### src/rtl/mmu_walker_pkg.sv
// Shared definitions for the MMU refill walker: FSM states, fault-word/PTE
// bit positions and the table-index width helper.
package mmu_walker_pkg;

   typedef enum logic [2:0] {
      S_IDLE,
      S_CHECK,
      S_REQ,
      S_WRITE,
      S_DONE,
      S_ERR
   } walkState_e;

   // PTE fields
   localparam int PTE_V    = 0;
   localparam int PTE_W    = 1;

   // MMU fault word fields
   localparam int FLT_TYPE = 1;
   localparam int FLT_SUP  = 2;
   localparam int FLT_INS  = 3;

   // MMU entry write word fields
   localparam int REG_SET  = 0;
   localparam int REG_V    = 1;
   localparam int REG_W    = 2;

   // Table index is {sup, ins, VPN}: two mode bits above the VPN.
   function automatic int idx_width(input int nmmu);
      return $clog2(nmmu) + 2;
   endfunction

endpackage

### src/rtl/mmu_walker_if.sv
// Handshake/bus bundle between the MMU fault logic, PTE memory and the walker.
// The master modport is the walker side, slave is the MMU/memory side.
interface mmu_walker_if #(
   parameter int RV = 16
) ();

   logic          start;
   logic          abort;
   logic [RV-1:0] fault_reg;
   logic [RV-1:0] table_base;
   logic          mem_req;
   logic [RV-1:0] mem_addr;
   logic          mem_ack;
   logic [RV-1:0] mem_rdata;
   logic          mmu_reg_write;
   logic [RV-1:0] mmu_reg_data;
   logic          busy;
   logic          done;
   logic          err;

   modport master (
      input  start,
      input  abort,
      input  fault_reg,
      input  table_base,
      input  mem_ack,
      input  mem_rdata,
      output mem_req,
      output mem_addr,
      output mmu_reg_write,
      output mmu_reg_data,
      output busy,
      output done,
      output err
   );

   modport slave (
      output start,
      output abort,
      output fault_reg,
      output table_base,
      output mem_ack,
      output mem_rdata,
      input  mem_req,
      input  mem_addr,
      input  mmu_reg_write,
      input  mmu_reg_data,
      input  busy,
      input  done,
      input  err
   );

endinterface

### src/rtl/mmu_walker.sv
// Hardware refill engine: on a plain MMU miss it fetches one PTE and installs
// it through the MMU register port; protection faults and invalid PTEs go to software.
module mmu_walker
   import mmu_walker_pkg::*;
#(
   parameter int RV      = 16,
   parameter int PA      = RV,
   parameter int VA      = RV,
   parameter int NMMU    = 8,
   parameter int TIMEOUT = 255
) (
   input  logic         clk,
   input  logic         reset,
   mmu_walker_if.master bus
);

   localparam int VPNW      = $clog2(NMMU);
   localparam int IDXW      = idx_width(NMMU);
   localparam int UNTOUCHED = VA - VPNW;
   localparam int PPNW      = PA - UNTOUCHED;
   localparam int CNTW      = $clog2(TIMEOUT + 1);
   localparam logic [CNTW-1:0] CNT_LAST = CNTW'(TIMEOUT - 1);

   walkState_e    state_q, state_d;
   logic [RV-1:0] fault_q, fault_d;
   logic [RV-1:0] pte_q, pte_d;
   logic [RV-1:0] memAddr_q, memAddr_d;
   logic [CNTW-1:0] cnt_q, cnt_d;
   logic          abort_q, abort_d;

   logic [IDXW-1:0] idx;
   logic [RV-1:0]   idxOff;
   logic [RV-1:0]   regData;
   logic            abortSeen;
   logic            unusedBits;

   assign idx       = {fault_q[FLT_SUP], fault_q[FLT_INS], fault_q[VA-1 -: VPNW]};
   assign idxOff    = RV'({idx, 1'b0});
   assign abortSeen = abort_q | bus.abort;
   assign unusedBits = ^{fault_q, pte_q};

   always_ff @(posedge clk or posedge reset) begin
      if (reset) begin
         state_q   <= S_IDLE;
         fault_q   <= '0;
         pte_q     <= '0;
         memAddr_q <= '0;
         cnt_q     <= '0;
         abort_q   <= 1'b0;
      end else begin
         state_q   <= state_d;
         fault_q   <= fault_d;
         pte_q     <= pte_d;
         memAddr_q <= memAddr_d;
         cnt_q     <= cnt_d;
         abort_q   <= abort_d;
      end
   end

   // An abort during REQ cannot withdraw the request, so it is remembered and
   // the walk drains silently on ack or timeout.
   always_comb begin
      state_d   = state_q;
      fault_d   = fault_q;
      pte_d     = pte_q;
      memAddr_d = memAddr_q;
      cnt_d     = cnt_q;
      abort_d   = abort_q;
      unique case (state_q)
         S_IDLE: begin
            if (!bus.abort && bus.start) begin
               fault_d = bus.fault_reg;
               state_d = S_CHECK;
            end
         end
         S_CHECK: begin
            if (bus.abort) begin
               state_d = S_IDLE;
            end else if (!fault_q[FLT_TYPE]) begin
               state_d = S_ERR;
            end else begin
               memAddr_d = bus.table_base + idxOff;
               cnt_d     = '0;
               abort_d   = 1'b0;
               state_d   = S_REQ;
            end
         end
         S_REQ: begin
            if (bus.abort) begin
               abort_d = 1'b1;
            end
            if (bus.mem_ack) begin
               pte_d = bus.mem_rdata;
               if (abortSeen) begin
                  state_d = S_IDLE;
               end else if (bus.mem_rdata[PTE_V]) begin
                  state_d = S_WRITE;
               end else begin
                  state_d = S_ERR;
               end
            end else if (cnt_q == CNT_LAST) begin
               state_d = abortSeen ? S_IDLE : S_ERR;
            end else begin
               cnt_d = cnt_q + 1'b1;
            end
         end
         S_WRITE: begin
            state_d = bus.abort ? S_IDLE : S_DONE;
         end
         S_DONE, S_ERR: begin
            state_d = S_IDLE;
         end
         default: begin
            state_d = S_IDLE;
         end
      endcase
   end

   // Entry word is only driven while writing so the port reads zero otherwise.
   always_comb begin
      regData = '0;
      if (state_q == S_WRITE) begin
         regData[RV-1 -: PPNW] = pte_q[RV-1 -: PPNW];
         regData[REG_W]        = pte_q[PTE_W];
         regData[REG_V]        = 1'b1;
         regData[REG_SET]      = 1'b1;
      end
   end

   assign bus.mem_req       = (state_q == S_REQ);
   assign bus.mem_addr      = memAddr_q;
   assign bus.mmu_reg_write = (state_q == S_WRITE);
   assign bus.mmu_reg_data  = regData;
   assign bus.busy          = (state_q != S_IDLE);
   assign bus.done          = (state_q == S_DONE);
   assign bus.err           = (state_q == S_ERR);

   property pOnePulse;
      @(posedge clk) disable iff (reset)
         $onehot0({bus.mmu_reg_write, bus.done, bus.err});
   endproperty
   assert property (pOnePulse);

   property pAddrStable;
      @(posedge clk) disable iff (reset)
         bus.mem_req |=> (!bus.mem_req || $stable(bus.mem_addr));
   endproperty
   assert property (pAddrStable);

endmodule
### src/flat_wrapper.sv
// flat-port wrapper written by rule: the top's interface ports become plain ports
module mmu_walker_flat import mmu_walker_pkg::*;
#(
   parameter int RV      = 16,
   parameter int PA      = RV,
   parameter int VA      = RV,
   parameter int NMMU    = 8,
   parameter int TIMEOUT = 255
)
  (clk, reset, bus_start, bus_abort, bus_fault_reg, bus_table_base, bus_mem_ack, bus_mem_rdata, bus_mem_req, bus_mem_addr, bus_mmu_reg_write, bus_mmu_reg_data, bus_busy, bus_done, bus_err);
  mmu_walker_if #(.RV(RV)) bus_i ();
  input  logic clk;
  input  logic reset;
  input wire logic [$bits(bus_i.start)-1:0] bus_start;
  input wire logic [$bits(bus_i.abort)-1:0] bus_abort;
  input wire logic [$bits(bus_i.fault_reg)-1:0] bus_fault_reg;
  input wire logic [$bits(bus_i.table_base)-1:0] bus_table_base;
  input wire logic [$bits(bus_i.mem_ack)-1:0] bus_mem_ack;
  input wire logic [$bits(bus_i.mem_rdata)-1:0] bus_mem_rdata;
  output wire logic [$bits(bus_i.mem_req)-1:0] bus_mem_req;
  output wire logic [$bits(bus_i.mem_addr)-1:0] bus_mem_addr;
  output wire logic [$bits(bus_i.mmu_reg_write)-1:0] bus_mmu_reg_write;
  output wire logic [$bits(bus_i.mmu_reg_data)-1:0] bus_mmu_reg_data;
  output wire logic [$bits(bus_i.busy)-1:0] bus_busy;
  output wire logic [$bits(bus_i.done)-1:0] bus_done;
  output wire logic [$bits(bus_i.err)-1:0] bus_err;
  assign bus_i.start = bus_start;
  assign bus_i.abort = bus_abort;
  assign bus_i.fault_reg = bus_fault_reg;
  assign bus_i.table_base = bus_table_base;
  assign bus_i.mem_ack = bus_mem_ack;
  assign bus_i.mem_rdata = bus_mem_rdata;
  assign bus_mem_req = bus_i.mem_req;
  assign bus_mem_addr = bus_i.mem_addr;
  assign bus_mmu_reg_write = bus_i.mmu_reg_write;
  assign bus_mmu_reg_data = bus_i.mmu_reg_data;
  assign bus_busy = bus_i.busy;
  assign bus_done = bus_i.done;
  assign bus_err = bus_i.err;
  mmu_walker #(.RV(RV), .PA(PA), .VA(VA), .NMMU(NMMU), .TIMEOUT(TIMEOUT)) u_core (.clk(clk), .reset(reset), .bus(bus_i));
endmodule
### config.mk
export PLATFORM = sky130hd
export DESIGN_NAME = mmu_walker_flat
export DESIGN_NICKNAME = d
export VERILOG_FILES = /design/src/rtl/mmu_walker_pkg.sv /design/src/rtl/mmu_walker_if.sv /design/src/rtl/mmu_walker.sv /design/src/flat_wrapper.sv
export SDC_FILE = /design/constraint.sdc
export NUM_CORES = 1
export LEC_CHECK = 0
export CAP_MARGIN = 20
export CORE_UTILIZATION = 34
export DETAILED_ROUTE_END_ITERATION = 10
export PLACE_DENSITY = 0.67
export SYNTH_ARGS = -nofsm -noshare
export SYNTH_HDL_FRONTEND = slang
export SYNTH_SLANG_ARGS = --single-unit
### constraint.sdc
create_clock -name clk -period 6.5 [get_ports clk]
set_input_delay 1.3 -clock clk [delete_from_list [all_inputs] [get_ports clk]]
set_output_delay 1.3 -clock clk [all_outputs]
set_load 0.005 [all_outputs]
# == Yosys cells after proc, flatten, opt, wreduce, memory -nomap -nowiden ==
# Cells that the tools add are included.
# W data, S select, Z words.
# totals
memories,0
output_inout_bits,37
ramBits,0
rom_bits,0
latch_bits,0
ff_bits,60
# op_classes
n_eq_ne,13
shifts,0
bitwise_logic,2
muxes,21
mul,0
n_div,0
n_addsub,2
magnitude_cmp,0
reduce_logical,11
# ops
operator,n
$mux W3,11
$mux W8,4
$add A16 B6 Y16,1
$pmux W8 S2,1
$pmux W3 S4,1
$add A8 B1 Y8 const B,1
$eq A8 B8 Y1 const B,1
$ne A2 B2 Y1 const B,4
$eq A3 B2 Y1 const B,2
$eq A3 B3 Y1 const B,2
$reduce_and A2 Y1,3
$reduce_and A5 Y1,1
$ne A2 B1 Y1 const B,2
$reduce_and A4 Y1,1
$eq A3 B1 Y1 const B,1
$logic_not A3 Y1,1
$mux W1,3
$ne A3 B2 Y1 const B,1
$reduce_and A3 Y1,1
$reduce_bool A3 Y1,1
$pmux W1 S2,1
$reduce_bool A2 Y1,1
$logic_and A1 B1 Y1,1
$logic_not A1 Y1,1
other kinds (2),2

# == Logic depth before layout (Yosys ltp) ==
# depth
depth_word,5
depth_mapped,7
depth_no_buf,7

# == Worst setup path after synthesis ==
# OpenSTA, ideal clock, no wires.
# synth_timing
path_kind,input -> register
start,input port bus_table_base[1]
end,"register u_core.memAddr_q[15], in the netlist u_core.bus.mem_addr[15]"
arrival_time_ps,2914
stages,7
t_required_ps,6366
setup_time_ps,134
path_slack_ps,3453
path_buffers,0
path_cell_list,ha_1 fa_1 a211o_1 a21oi_1 and4bb_2 xnor2_1 o21ai_0
# synth_between
elab_chain_cells,1
# synth_lines
item,line_no,text
"start, declared",flat_wrapper.sv:17,input wire logic [$bits(bus_i.table_base)-1:0] bus_table_base;
$add A16 B6 Y16,mmu_walker.sv:82,memAddr_d = bus.table_base + idxOff;
"end signal, assigned",mmu_walker.sv:54,memAddr_q <= memAddr_d;
"end, declared",mmu_walker.sv:27,"logic [RV-1:0] memAddr_q, memAddr_d;"
# Every way passes these cells.
# A chain may end at the register's enable or synchronous reset.

# == Final worst setup path ==
# Ends and elaborated chain as after synthesis.

==> impl_metrics.toml <==
[synth]
netlist_area_sq_um = 2100
synth_flop_cell = "dfrtp_1"
ys_ff_latch = 38
synth.distinct_cells = 38
ys_top_cells_by_area = "dfrtp_1, mux2_2, nand2_1"
synth_edf_count = 0
ys_warn_count = 0
syn-mean-instance-area_sq_um = 9.82
yosys-top-cells-count = "dfrtp_1, nand2_1, o21ai_0, nor2_1, buf_4"
yosys.area.top_type_share_pct = 45.3
yosysSeqAreaShare_pct = 45.3
syn_inst = 214
synth_area_leader_cell = "dfrtp_1"
synthArstFlopShare_pct = 100
yosysMostFrequentCell = "dfrtp_1"

[final_layout]
antenna_cells = 0
final_area_sq_um = 2830
fill_cells = 579
area_growth_pct = 34.5
drive_above_1_share_pct = 9.12
final_net_count = 334

[die]
io_pins = 90
initial_utilization_pct = 35.3
die_y_um = 80.6
rows = 28
die-area_sq_um = 6500
die_w_um = 80.6
coreArea_sq_um = 5960

[place]
gp_congestion = 0.755
place_area_sq_um = 2710
numPortBuffers = 58
hpwl_um = 3290
pre_cts_ws_ps = 2760

[setup_path]
arrival_ps = 3600
cp_max_fo = 5
cp.required_ps = 6710
crit_type = "in2reg"
cp-start-kind = "input port"
end_kind = "flip-flop"

[clocking]
htree_levels = 2
cts_resized = 0
cts_tree = "done"
clk_path_buf_depth = 2
path_clk_slew_ps = 70
clock_sinks = 38
cts_root_buf = "clkbuf_8"
cts_setup_buffers = 0
worstSkewPairLatency_ps = 280
hold_buffers = 0
cts_buffers = 5

[route]
via_count = 1667
wirelength_um = 4470
drtIter0Drc = 68
first_pass_iters = 4
post-route-drc-count = 0
wire_per_inst_um = 12.8
ant_nets = 0
via_per_inst = 4.78

[power]
p_leak_nw = 1.25
pwr-share-comb_pct = 44.9
pwr-share-seq_pct = 38.9
finalPower_w = 0.00102
swShare_pct = 33.7
power.switching_w = 0.000343
power_density_nw_per_um2 = 360
pwr-share-clk_pct = 16.3
vdd_ir_drop_max_mv = 0.165
internal_power_w = 0.000675

[timing]
period_share_pct = 52.3
min_period_ps = 3400
fin_skew_ps = 2.63
fmax_ghz = 0.294
setup_ws_ps = 3100
tns_ps = 0
tightest_slew_ps = 542
maxSlewViolCount = 0
relSlewSlack_pct = 63.8
rsz0062_at_grt = "no"
setup_viol = 0
hold_viol = 0

[global_route]
grt_max_degree = 39
grt_pass1_wl_um = 7250
antenna_found_initial = 0
grt_remaining_overflow = 0
grt_pass1_vias = 1605
track_usage_pct = 14.5

[outcome]
outcome = "completed"

[worst_hold_path]
hold_class = "reg2reg"

[flow_run]
drv_cap = 0
flip-flops by register name, summed over array words and instances, names as in the netlist:
register	cells
u_core.state_q	3
u_core.abort_q	1
u_core.fault_q	6
u_core.bus.mem_addr	16
u_core.pte_q	4
u_core.cnt_q	8
per-layer routing:
layer	GRT usage [%]	part of all wire, %	up-vias
met4	4.29	0.18	0
met5	0	0	-
li1	-	-	831
met2	24.1	48	57
met1	17.8	45	777
met3	4.77	7.3	2
final timing paths:
| path | slack [ps] | cells past startpoint | to | from |
|---|---|---|---|---|
| worst max-delay path | 3100 | 8 | u_core.bus.mem_addr[15]$_DFFE_PP0P_ | bus_table_base[1] |
| worst min-delay path | 470 | 1 | u_core.cnt_q[4]$_DFFE_PP0P_ | u_core.cnt_q[4]$_DFFE_PP0P_ |
| worst max register to register | 4170 | 7 | u_core.bus.mem_addr[15]$_DFFE_PP0P_ | u_core.fault_q[13]$_DFFE_PP0P_ |
| worst min register to register | 470 | 1 | u_core.cnt_q[4]$_DFFE_PP0P_ | u_core.cnt_q[4]$_DFFE_PP0P_ |
| max in group asynchronous | 4730 | 3 | u_core.pte_q[13]$_DFFE_PP0P_ | reset |
| min in group asynchronous | 1430 | 3 | u_core.fault_q[13]$_DFFE_PP0P_ | reset |
power by group through the flow:
stage | Clock (W) | Combinational, W | Sequential [W]
floorplan | 0 | 0.000267 | 0.000388
global placement | 0 | 0.000440 | 0.000396
detailed placement | 0 | 0.000452 | 0.000399
CTS | 0.000174 | 0.000453 | 0.000396
global route | 0.000184 | 0.000509 | 0.000412
finish | 0.000166 | 0.000457 | 0.000396
layout make-up:
| type | count | area (sq um) | share of cell area [%] |
|---|---|---|---|
| clock buffer | 7 | 86.3 | 3.05 |
| clock inverter | 1 | 5.00 | 0.177 |
| inverter | 5 | 18.8 | 0.664 |
| multi-input combinational | 163 | 1060 | 37.4 |
| sequential | 38 | 951 | 33.6 |
| tap | 75 | 93.8 | 3.32 |
| timing repair buffer | 60 | 616 | 21.8 |
worst max-delay path: stages:
cell and delay [ps]:
clkdlybuf4s50_1 410, ha_1 250, fa_1 430, a211o_1 320, a21oi_1 360, and4bb_2 290
xnor2_1 110, o21ai_0 140
cells by family (layout without fill, tap and decap cells):
family                     Yosys count  after routing  share of synthesized area, %
AOI/OAI and AO/OA                   36             36                          10.7
xor gates and xnor gates            15             15                          6.25
muxes                               13             13                          6.85
DFF                                 38             38                          45.3
and+or+nand+nor                     81             81                          19.6
other                                1             10                         0.179
buffers and inverters               22             73                          6.08
adders and majority gates            8              8                          5.12
layout by cell type, fill, tap and decap left out, types with 2 or more instances in the layout:
master and instances:
o21ai_0 20, nand2b_1 3, dfrtp_1 38, a21o_1 2, inv_1 5, clkdlybuf4s50_1 58, or2_2 2, ha_1 7
and3_1 3, mux2i_1 2, nor3b_1 2, xor2_1 8, nor3_1 3, xnor2_1 7, a21oi_1 6, a211o_1 2
nand3_1 6, and3b_1 2, conb_1 10, nor2b_1 3, clkbuf_8 6, nor2_1 14, nand4_1 5, mux2_2 11
nand2_1 29, and2_1 4
metrics by stage:
stage	util, %	hold WS, ps	cells
floorplan	-	444	223
global placement	45.5	456	340
detailed placement	45.5	469	340
CTS	47.0	479	348
global route	47.5	497	349
finish	47.5	473	349
(Power assumes the default switching activity.)
